$ cat config.mk
export PLATFORM = sky130hd
export DESIGN_NAME = rr_arbiter_flat
export DESIGN_NICKNAME = d
export VERILOG_FILES = /design/src/rtl/rr_arbiter_pkg.sv /design/src/rtl/rr_arbiter_if.sv /design/src/rtl/rr_arbiter_prio_pick.sv /design/src/rtl/rr_arbiter.sv /design/src/flat_wrapper.sv
export SDC_FILE = /design/constraint.sdc
export NUM_CORES = 1
export LEC_CHECK = 0
export ABC_AREA = 1
export CORE_MARGIN = 3
export CORE_UTILIZATION = 46
export CTS_CLUSTER_SIZE = 40
export DETAILED_ROUTE_END_ITERATION = 12
export MAX_ROUTING_LAYER = met4
export PLACE_DENSITY_LB_ADDON = 0.15
export SLEW_MARGIN = 20
export SYNTH_ARGS = -nofsm -noshare
export SYNTH_HDL_FRONTEND = slang
export SYNTH_SLANG_ARGS = --single-unit
$ cat constraint.sdc
create_clock -name clk -period 5.1 [get_ports clk]
set_input_delay 0.765 -clock clk [delete_from_list [all_inputs] [get_ports clk]]
set_output_delay 0.765 -clock clk [all_outputs]
set_load 0.03 [all_outputs]
$ cat src/rtl/rr_arbiter_pkg.sv
// Shared constants for the round-robin arbiter: FSM state encoding and
// default sizing used by the interface, the picker and the top level.
package rr_arb_pkg;

    localparam int N_DEF        = 8;
    localparam int IDW_DEF      = 3;
    localparam int MAX_HOLD_DEF = 16;

    localparam logic [0:0] ST_IDLE = 1'b0;
    localparam logic [0:0] ST_BUSY = 1'b1;

endpackage

$ cat src/rtl/rr_arbiter_if.sv
// Request/grant bundle between the requesters (master) and the arbiter (slave).
interface rr_arbiter_if
    import rr_arb_pkg::*;
#(
    parameter int N   = N_DEF,
    parameter int IDW = IDW_DEF
);

    logic [N-1:0]   req;
    logic [N-1:0]   gnt;
    logic [IDW-1:0] gnt_id;
    logic           gnt_valid;
    logic           timeout;

    modport master (output req, input gnt, gnt_id, gnt_valid, timeout);
    modport slave  (input req, output gnt, gnt_id, gnt_valid, timeout);

endinterface

$ cat src/rtl/rr_arbiter_prio_pick.sv
// Combinational round-robin pick: first set request at or above ptr, wrapping
// from N-1 back to 0.
module rr_prio_pick
    import rr_arb_pkg::*;
#(
    parameter int N   = N_DEF,
    parameter int IDW = IDW_DEF
) (
    input  logic [N-1:0]   req_i,
    input  logic [IDW-1:0] ptr_i,
    output logic [IDW-1:0] winner_o,
    output logic           any_o
);

    logic [2*N-1:0] req_dbl;
    logic [N-1:0]   req_rot;
    logic [IDW-1:0] offset;

    // Doubling the vector turns the rotate-right into a plain part-select.
    assign req_dbl = {req_i, req_i};
    assign req_rot = req_dbl[ptr_i +: N];

    always_comb begin
        offset = '0;
        for (int j = N - 1; j >= 0; j--) begin
            if (req_rot[j]) begin
                offset = IDW'(j);
            end
        end
    end

    // N is a power of two, so the IDW-bit add wraps mod N on its own.
    assign winner_o = offset + ptr_i;
    assign any_o    = |req_i;

endmodule

$ cat src/rtl/rr_arbiter.sv
// Round-robin arbiter with grant hold, bounded hold time and a mandatory
// idle cycle between consecutive grants.
module rr_arbiter
    import rr_arb_pkg::*;
#(
    parameter int N        = N_DEF,
    parameter int IDW      = IDW_DEF,
    parameter int MAX_HOLD = MAX_HOLD_DEF
) (
    input  logic         clk,
    input  logic         rst,
    rr_arbiter_if.slave  bus
);

    localparam int             HW        = (MAX_HOLD > 1) ? $clog2(MAX_HOLD) : 1;
    localparam logic [HW-1:0]  HOLD_LAST = HW'(MAX_HOLD - 1);
    localparam logic [N-1:0]   ONE_HOT0  = {{(N-1){1'b0}}, 1'b1};

    logic [0:0]     state_q,   state_d;
    logic [IDW-1:0] ptr_q,     ptr_d;
    logic [HW-1:0]  hcnt_q,    hcnt_d;
    logic [N-1:0]   gnt_q,     gnt_d;
    logic [IDW-1:0] gnt_id_q,  gnt_id_d;
    logic           timeout_q, timeout_d;

    logic [IDW-1:0] winner;
    logic           any_req;

    rr_prio_pick #(
        .N   (N),
        .IDW (IDW)
    ) u_pick (
        .req_i    (bus.req),
        .ptr_i    (ptr_q),
        .winner_o (winner),
        .any_o    (any_req)
    );

    always_comb begin
        state_d   = state_q;
        ptr_d     = ptr_q;
        hcnt_d    = hcnt_q;
        gnt_d     = gnt_q;
        gnt_id_d  = gnt_id_q;
        timeout_d = 1'b0;
        case (state_q)
            ST_IDLE: begin
                if (any_req) begin
                    gnt_d    = ONE_HOT0 << winner;
                    gnt_id_d = winner;
                    hcnt_d   = '0;
                    state_d  = ST_BUSY;
                end
            end
            default: begin
                // A drop on the last allowed cycle is an ordinary release.
                if (!bus.req[gnt_id_q] || (hcnt_q == HOLD_LAST)) begin
                    gnt_d     = '0;
                    ptr_d     = gnt_id_q + IDW'(1);
                    state_d   = ST_IDLE;
                    timeout_d = bus.req[gnt_id_q];
                end else begin
                    hcnt_d = hcnt_q + HW'(1);
                end
            end
        endcase
    end

    always_ff @(posedge clk or posedge rst) begin
        if (rst) begin
            state_q   <= ST_IDLE;
            ptr_q     <= '0;
            hcnt_q    <= '0;
            gnt_q     <= '0;
            gnt_id_q  <= '0;
            timeout_q <= 1'b0;
        end else begin
            state_q   <= state_d;
            ptr_q     <= ptr_d;
            hcnt_q    <= hcnt_d;
            gnt_q     <= gnt_d;
            gnt_id_q  <= gnt_id_d;
            timeout_q <= timeout_d;
        end
    end

    assign bus.gnt       = gnt_q;
    assign bus.gnt_id    = gnt_id_q;
    assign bus.gnt_valid = |gnt_q;
    assign bus.timeout   = timeout_q;

endmodule

$ cat src/flat_wrapper.sv
// flat-port wrapper written by rule: the top's interface ports become plain ports
module rr_arbiter_flat import rr_arb_pkg::*;
#(
    parameter int N        = N_DEF,
    parameter int IDW      = IDW_DEF,
    parameter int MAX_HOLD = MAX_HOLD_DEF
)
  (clk, rst, bus_req, bus_gnt, bus_gnt_id, bus_gnt_valid, bus_timeout);
  rr_arbiter_if #(.N(N), .IDW(IDW)) bus_i ();
  input  logic clk;
  input  logic rst;
  input wire logic [$bits(bus_i.req)-1:0] bus_req;
  output wire logic [$bits(bus_i.gnt)-1:0] bus_gnt;
  output wire logic [$bits(bus_i.gnt_id)-1:0] bus_gnt_id;
  output wire logic [$bits(bus_i.gnt_valid)-1:0] bus_gnt_valid;
  output wire logic [$bits(bus_i.timeout)-1:0] bus_timeout;
  assign bus_i.req = bus_req;
  assign bus_gnt = bus_i.gnt;
  assign bus_gnt_id = bus_i.gnt_id;
  assign bus_gnt_valid = bus_i.gnt_valid;
  assign bus_timeout = bus_i.timeout;
  rr_arbiter #(.N(N), .IDW(IDW), .MAX_HOLD(MAX_HOLD)) u_core (.clk(clk), .rst(rst), .bus(bus_i));
endmodule
=== Yosys cells after proc, flatten, opt, wreduce, memory -nomap -nowiden ===
Cells that the tools add are included.
Widths: inputs -> output; s select.

* Register bits: 20
* Input port bits: 10
* Output and inout port bits: 13
* Word-level logic and storage cells: 46

* Add/subtract/negate cells: 3
* Order comparisons: 1
* Equality and inequality tests: 3
* Shift-type cells: 2
* Multiplexer cells: 21
* Bitwise logic cells: 1
* Reduce and logical (&&, ||, !) cells: 9

{| class="wikitable"
|+ Operator list
! kind !! count
|-
| $mux 3 || 8
|-
| $mux 8 || 3
|-
| $reduce_or 8->1 || 2
|-
| $shiftx 16x4->8 || 1
|-
| $mux 4 || 3
|-
| $reduce_and 2->1 || 4
|-
| $shl 1x3->8 const A || 1
|-
| $mux 1 || 6
|-
| $add 4x1->4 const B || 1
|-
| $eq 4x4->1 const B || 1
|-
| $lt 3x4->1 const B || 1
|-
| $ne 2x2->1 const B || 2
|-
| $add 3x1->3 const B || 1
|-
| $add 3x3->3 || 1
|-
| $bmux 1 s3 || 1
|-
| $reduce_bool 2->1 || 1
|-
| $logic_not 1->1 || 1
|-
| $logic_or 1x1->1 || 1
|-
| $not 1->1 || 1
|}

=== Depth between registers and ports, before layout ===
* Depth in word-level cells: 13
* Gate-level depth with buffers: 22
* Gate-level depth less buffers: 21

=== Hierarchy ===
From an unflattened synthesis, not the netlist that was laid out.

* Cell total of the unflattened synthesis: 230
* Area, all modules: 1657.8 um^2

{| class="wikitable"
|+ By module, submodules not included
! module !! times used !! cells each !! area each (um^2) !! sequential area each (um^2)
|-
| rr_arbiter || 1 || 132 || 1126.1 || 500.5
|-
| rr_prio_pick || 1 || 98 || 531.8 || 0.0
|}

=== Worst setup path before layout ===
OpenSTA, ideal clock, no wires.

* Path type: input-to-reg
* Start point: input bus_req[1]
* End point: register u_core.gnt_q[0], in the netlist u_core.bus.gnt[0]
* Library setup time: 0.117 ns
* Arrival time: 2.661 ns
* Required time: 4.983 ns
* Slack: 2.322 ns
* Stages on the path: 20
* Buffers on the path: 0
* Path through: nand2_1 nand3_2 nand2_2 nand2_1 nand2_1 nand2_1 nand2_1 nand2_1 nand2_1 nand2_1 a21boi_0 ha_1 inv_1 fa_1 xor2_1 inv_1 nand3_4 nand2_4 nand2_1 nand2_1

* Cells in the longest elaborated chain, start to end: 13
* Elaborated cells between the ends (all ways): 21
* Classes of those cells: 1 x add/sub; 1 x eq/ne; 2 x shift; 12 x mux; 5 x reduce/logical

{| class="wikitable"
|+ RTL lines
! item !! RTL line !! RTL
|-
| start, declared || flat_wrapper.sv:12 || <nowiki>input wire logic [$bits(bus_i.req)-1:0] bus_req;</nowiki>
|-
| $shiftx 16x4->8 || rr_arbiter_prio_pick.sv:21 || <nowiki>assign req_rot = req_dbl[ptr_i +: N];</nowiki>
|-
| $mux 3 (8 in series) || rr_arbiter_prio_pick.sv:26 || <nowiki>if (req_rot[j]) begin</nowiki>
|-
| $add 3x3->3 || rr_arbiter_prio_pick.sv:33 || <nowiki>assign winner_o = offset + ptr_i;</nowiki>
|-
| $shl 1x3->8 || rr_arbiter.sv:49 || <nowiki>gnt_d = ONE_HOT0 << winner;</nowiki>
|-
| $mux 8 || rr_arbiter.sv:48 || <nowiki>if (any_req) begin</nowiki>
|-
| $mux 8 || rr_arbiter.sv:46 || <nowiki>case (state_q)</nowiki>
|-
| end signal, assigned || rr_arbiter.sv:81 || <nowiki>gnt_q <= gnt_d;</nowiki>
|-
| end, declared || rr_arbiter.sv:22 || <nowiki>logic [N-1:0] gnt_q, gnt_d;</nowiki>
|}

Parallel ways exist; a longest one is shown, timed or not. The select of a mux whose other input is x is not followed.
A chain may end at the register's enable or synchronous reset.

=== Worst setup path after layout ===
* Start point: input bus_req[2]
* End point: register u_core.gnt_q[3], in the netlist u_core.bus.gnt[3]

The elaborated chain is that of the path after synthesis.

==> reports/metrics.cfg <==
[outcome]
status = complete, no violations

[floorplan]
die_w_um = 64.8
core-area_um2 = 3180
initial_core_util_pct = 50.1
rows = 20
io_pins = 23
design.die.area_um2 = 4200
die_h_um = 64.8

[drt]
via_count = 1412
drtPass1Iterations = 4
drc = 0
wirelength_mm = 3.30
ant_nets = 0
via_per_inst = 5.04
drtIter0Drc = 136
routedWlPerCell_um = 11.8

[min_path]
hold_path.class = flop to flop
holdPathEnd = u_core.hcnt_q[0]
min_path_cells = 1
hold_start = u_core.hcnt_q[0]

[grt]
overflow = 0
grt_max_degree = 21
grt_use_met2_pct = 28.0
grt.met1_usage_pct = 26.4
antenna_found_initial = 0
grt_pass1_vias = 1314
track_usage_pct = 18.7
use_met3_pct = 1.04
grt_pass1_wl_mm = 6.08
grt-busiest-layer = met2

[power_and_ir_drop]
ir_worst_vdd_uv = 326
fin_total_pwr_mw = 1.31
leakage_nw = 0.933
p_per_area_nw_per_um2 = 705

[yosys]
synth.net_count = 230
synth_seq_cells = 20
avgSynthCellArea_um2 = 7.37
synthesis.area_um2 = 1590
netlist_instances = 216
ys_seq_area_share_pct = 31.4
ys_types = 31
synth_warnings = 0

[clock_network]
cts_tree = done
htreeDepth = 1
hold_buffers = 0
clkSlewWorstSetupHoldPaths_ps = 110
cts.path.max_buffers = 2
clkLatencyLatePin_ps = 310
post_cts_buffers = 0
cts-root-buf = clkbuf_4
cts_resized = 0
cts_buffers = 3
clock_sinks = 20

[timing]
clock_skew_ps = 1.98
period_minus_slack_ps = 3300
period_share_pct = 64.7
setup_ws_ps = 1800
drv_slew = 0
slew_headroom_pct = 38.2
hold_ws_ps = 516
fin_tns_setup_ps = 0
setup_viol = 0
worst_pin_slew_ps = 921
hold_viol_final = 0
rsz0062_at_grt = no
fmaxAchievable_mhz = 303

[placed_design]
port_buffers = 22
dp_slack_ps = 1470
placedInstanceArea_um2 = 1820
finalWeightedCongestion = 0.839
place_hpwl_mm = 2.57
placed_cells = 276

[final_layout]
fin_area_um2 = 1860
final_cells = 280
drive_gt1_share_pct = 16.9
antenna_cells = 0
fin_util_pct = 58.4
num-nets-final = 251
mostFrequentLayoutCell = nand2_1
area_delta_synth_final_pct = 16.6
layout_common_cells = nand2_1 (65), nand3_1 (33), clkdlybuf4s50_1 (22), dfrtp_1 (20), inv_1 (15)

[worst_setup_path]
cp-startpoint = bus_req[2]
crit_required_ps = 5310
reg2reg_from = u_core.ptr_q[0]
critPathCaptureType = flop
cp-start-kind = primary input
reg2reg_to = u_core.bus.gnt[3]
rrSetupSlack_ps = 2140
arrival_ps = 3500
r2r_cells = 21
cp_max_fo = 6
worstSetupPathType = primary input to flop

[run]
maxCapViolations = 0

## routing by layer
layer	up-vias	part of all wire [%]	routed length (um)
li1	738	-	-
met2	27	45	1480
met5	-	0	0
met1	642	50	1660
met3	5	2.6	87
met4	0	1.9	63
## registers in the layout (all words and copies together) (netlist names)
name and cells:
u_core.state_q 1, u_core.bus.timeout 1, u_core.bus.gnt 8, u_core.bus.gnt_id 3, u_core.hcnt_q 4, u_core.ptr_q 3
## area by class of cell
type | instances | area [um^2]
inverter | 18 | 75.1
timing repair buffer | 22 | 220
fill | 337 | 1320
tap | 44 | 55.1
sequential | 20 | 500
clock buffer | 4 | 36.3
multi-input combinational | 172 | 968
## cell usage after synthesis
master	instances	area, um^2
nand2_4	6	67.6
dfrtp_1	20	500
o21ai_1	3	15.0
nand2_1	65	244
buf_2	2	10.0
nand3_4	1	17.5
o21bai_1	1	7.51
xor2_1	3	26.3
nor2_1	11	41.3
ha_1	3	37.5
inv_4	1	6.26
nand3_2	9	90.1
buf_6	3	33.8
o21ai_0	6	30.0
nand3b_1	1	7.51
nor4_1	2	12.5
nand3_1	33	165
nor2_8	1	20.0
a21oi_1	4	20.0
nor2_4	1	11.3
xnor2_1	1	8.76
nor3_1	2	10.0
inv_2	1	3.75
fa_1	1	20.0
clkbuf_1	1	3.75
nand2_2	14	87.6
a21boi_0	1	7.51
inv_1	15	56.3
inv_6	1	8.76
o211ai_1	2	15.0
nor2_2	1	6.26
## power breakdown
group / leakage (nW) / total [mW] / switching (mW) / internal (mW)
clock: 0.0210 / 0.0937 / 0.0501 / 0.0436
combinational: 0.653 / 0.909 / 0.583 / 0.326
sequential: 0.259 / 0.307 / 0.0924 / 0.214
total: 0.933 / 1.31 / 0.725 / 0.583
## worst max-delay path by stage
| stage | to | slack [ps] | depth (start not counted) |
|---|---|---|---|
| 3_3_place_gp | u_core.bus.gnt[1] | 1500 | 20 |
| 3_5_place_dp | u_core.bus.gnt[0] | 1470 | 20 |
| 6_report | u_core.bus.gnt[3] | 1800 | 20 |
| 2_1_floorplan | u_core.bus.gnt[0] | 2320 | 20 |
| 5_1_grt | u_core.bus.gnt[0] | 1370 | 20 |
| 4_1_cts | u_core.bus.gnt[3] | 1810 | 20 |
## logic make-up (layout without fill, tap and decap cells)
| group | count (synthesis) | count (layout) | synth area share, % |
|---|---|---|---|
| and+or+nand+nor | 147 | 147 | 49.1 |
| adders and majority gates | 4 | 4 | 3.62 |
| buffers and inverters | 24 | 44 | 7.70 |
| xor gates and xnor gates | 4 | 4 | 2.20 |
| AOI/OAI and AO/OA | 17 | 17 | 5.97 |
| DFF | 20 | 20 | 31.4 |
## worst max-delay path, cell delays in order
cell             delay, ps
clkdlybuf4s50_1        580
nand2_1                120
nand3_1                140
nand3_1                 70
nand2_1                140
inv_1                   50
nand2_1                 60
nand2_1                 40
nand2_1                 50
nand2_1                 40
a21boi_0               160
ha_1                   170
inv_1                   50
fa_1                   370
xor2_1                 270
inv_1                  120
nand3_4                140
nand2_4                 70
nand2_1                 60
nand2_1                 50
Power figures use the tool's default switching activity.
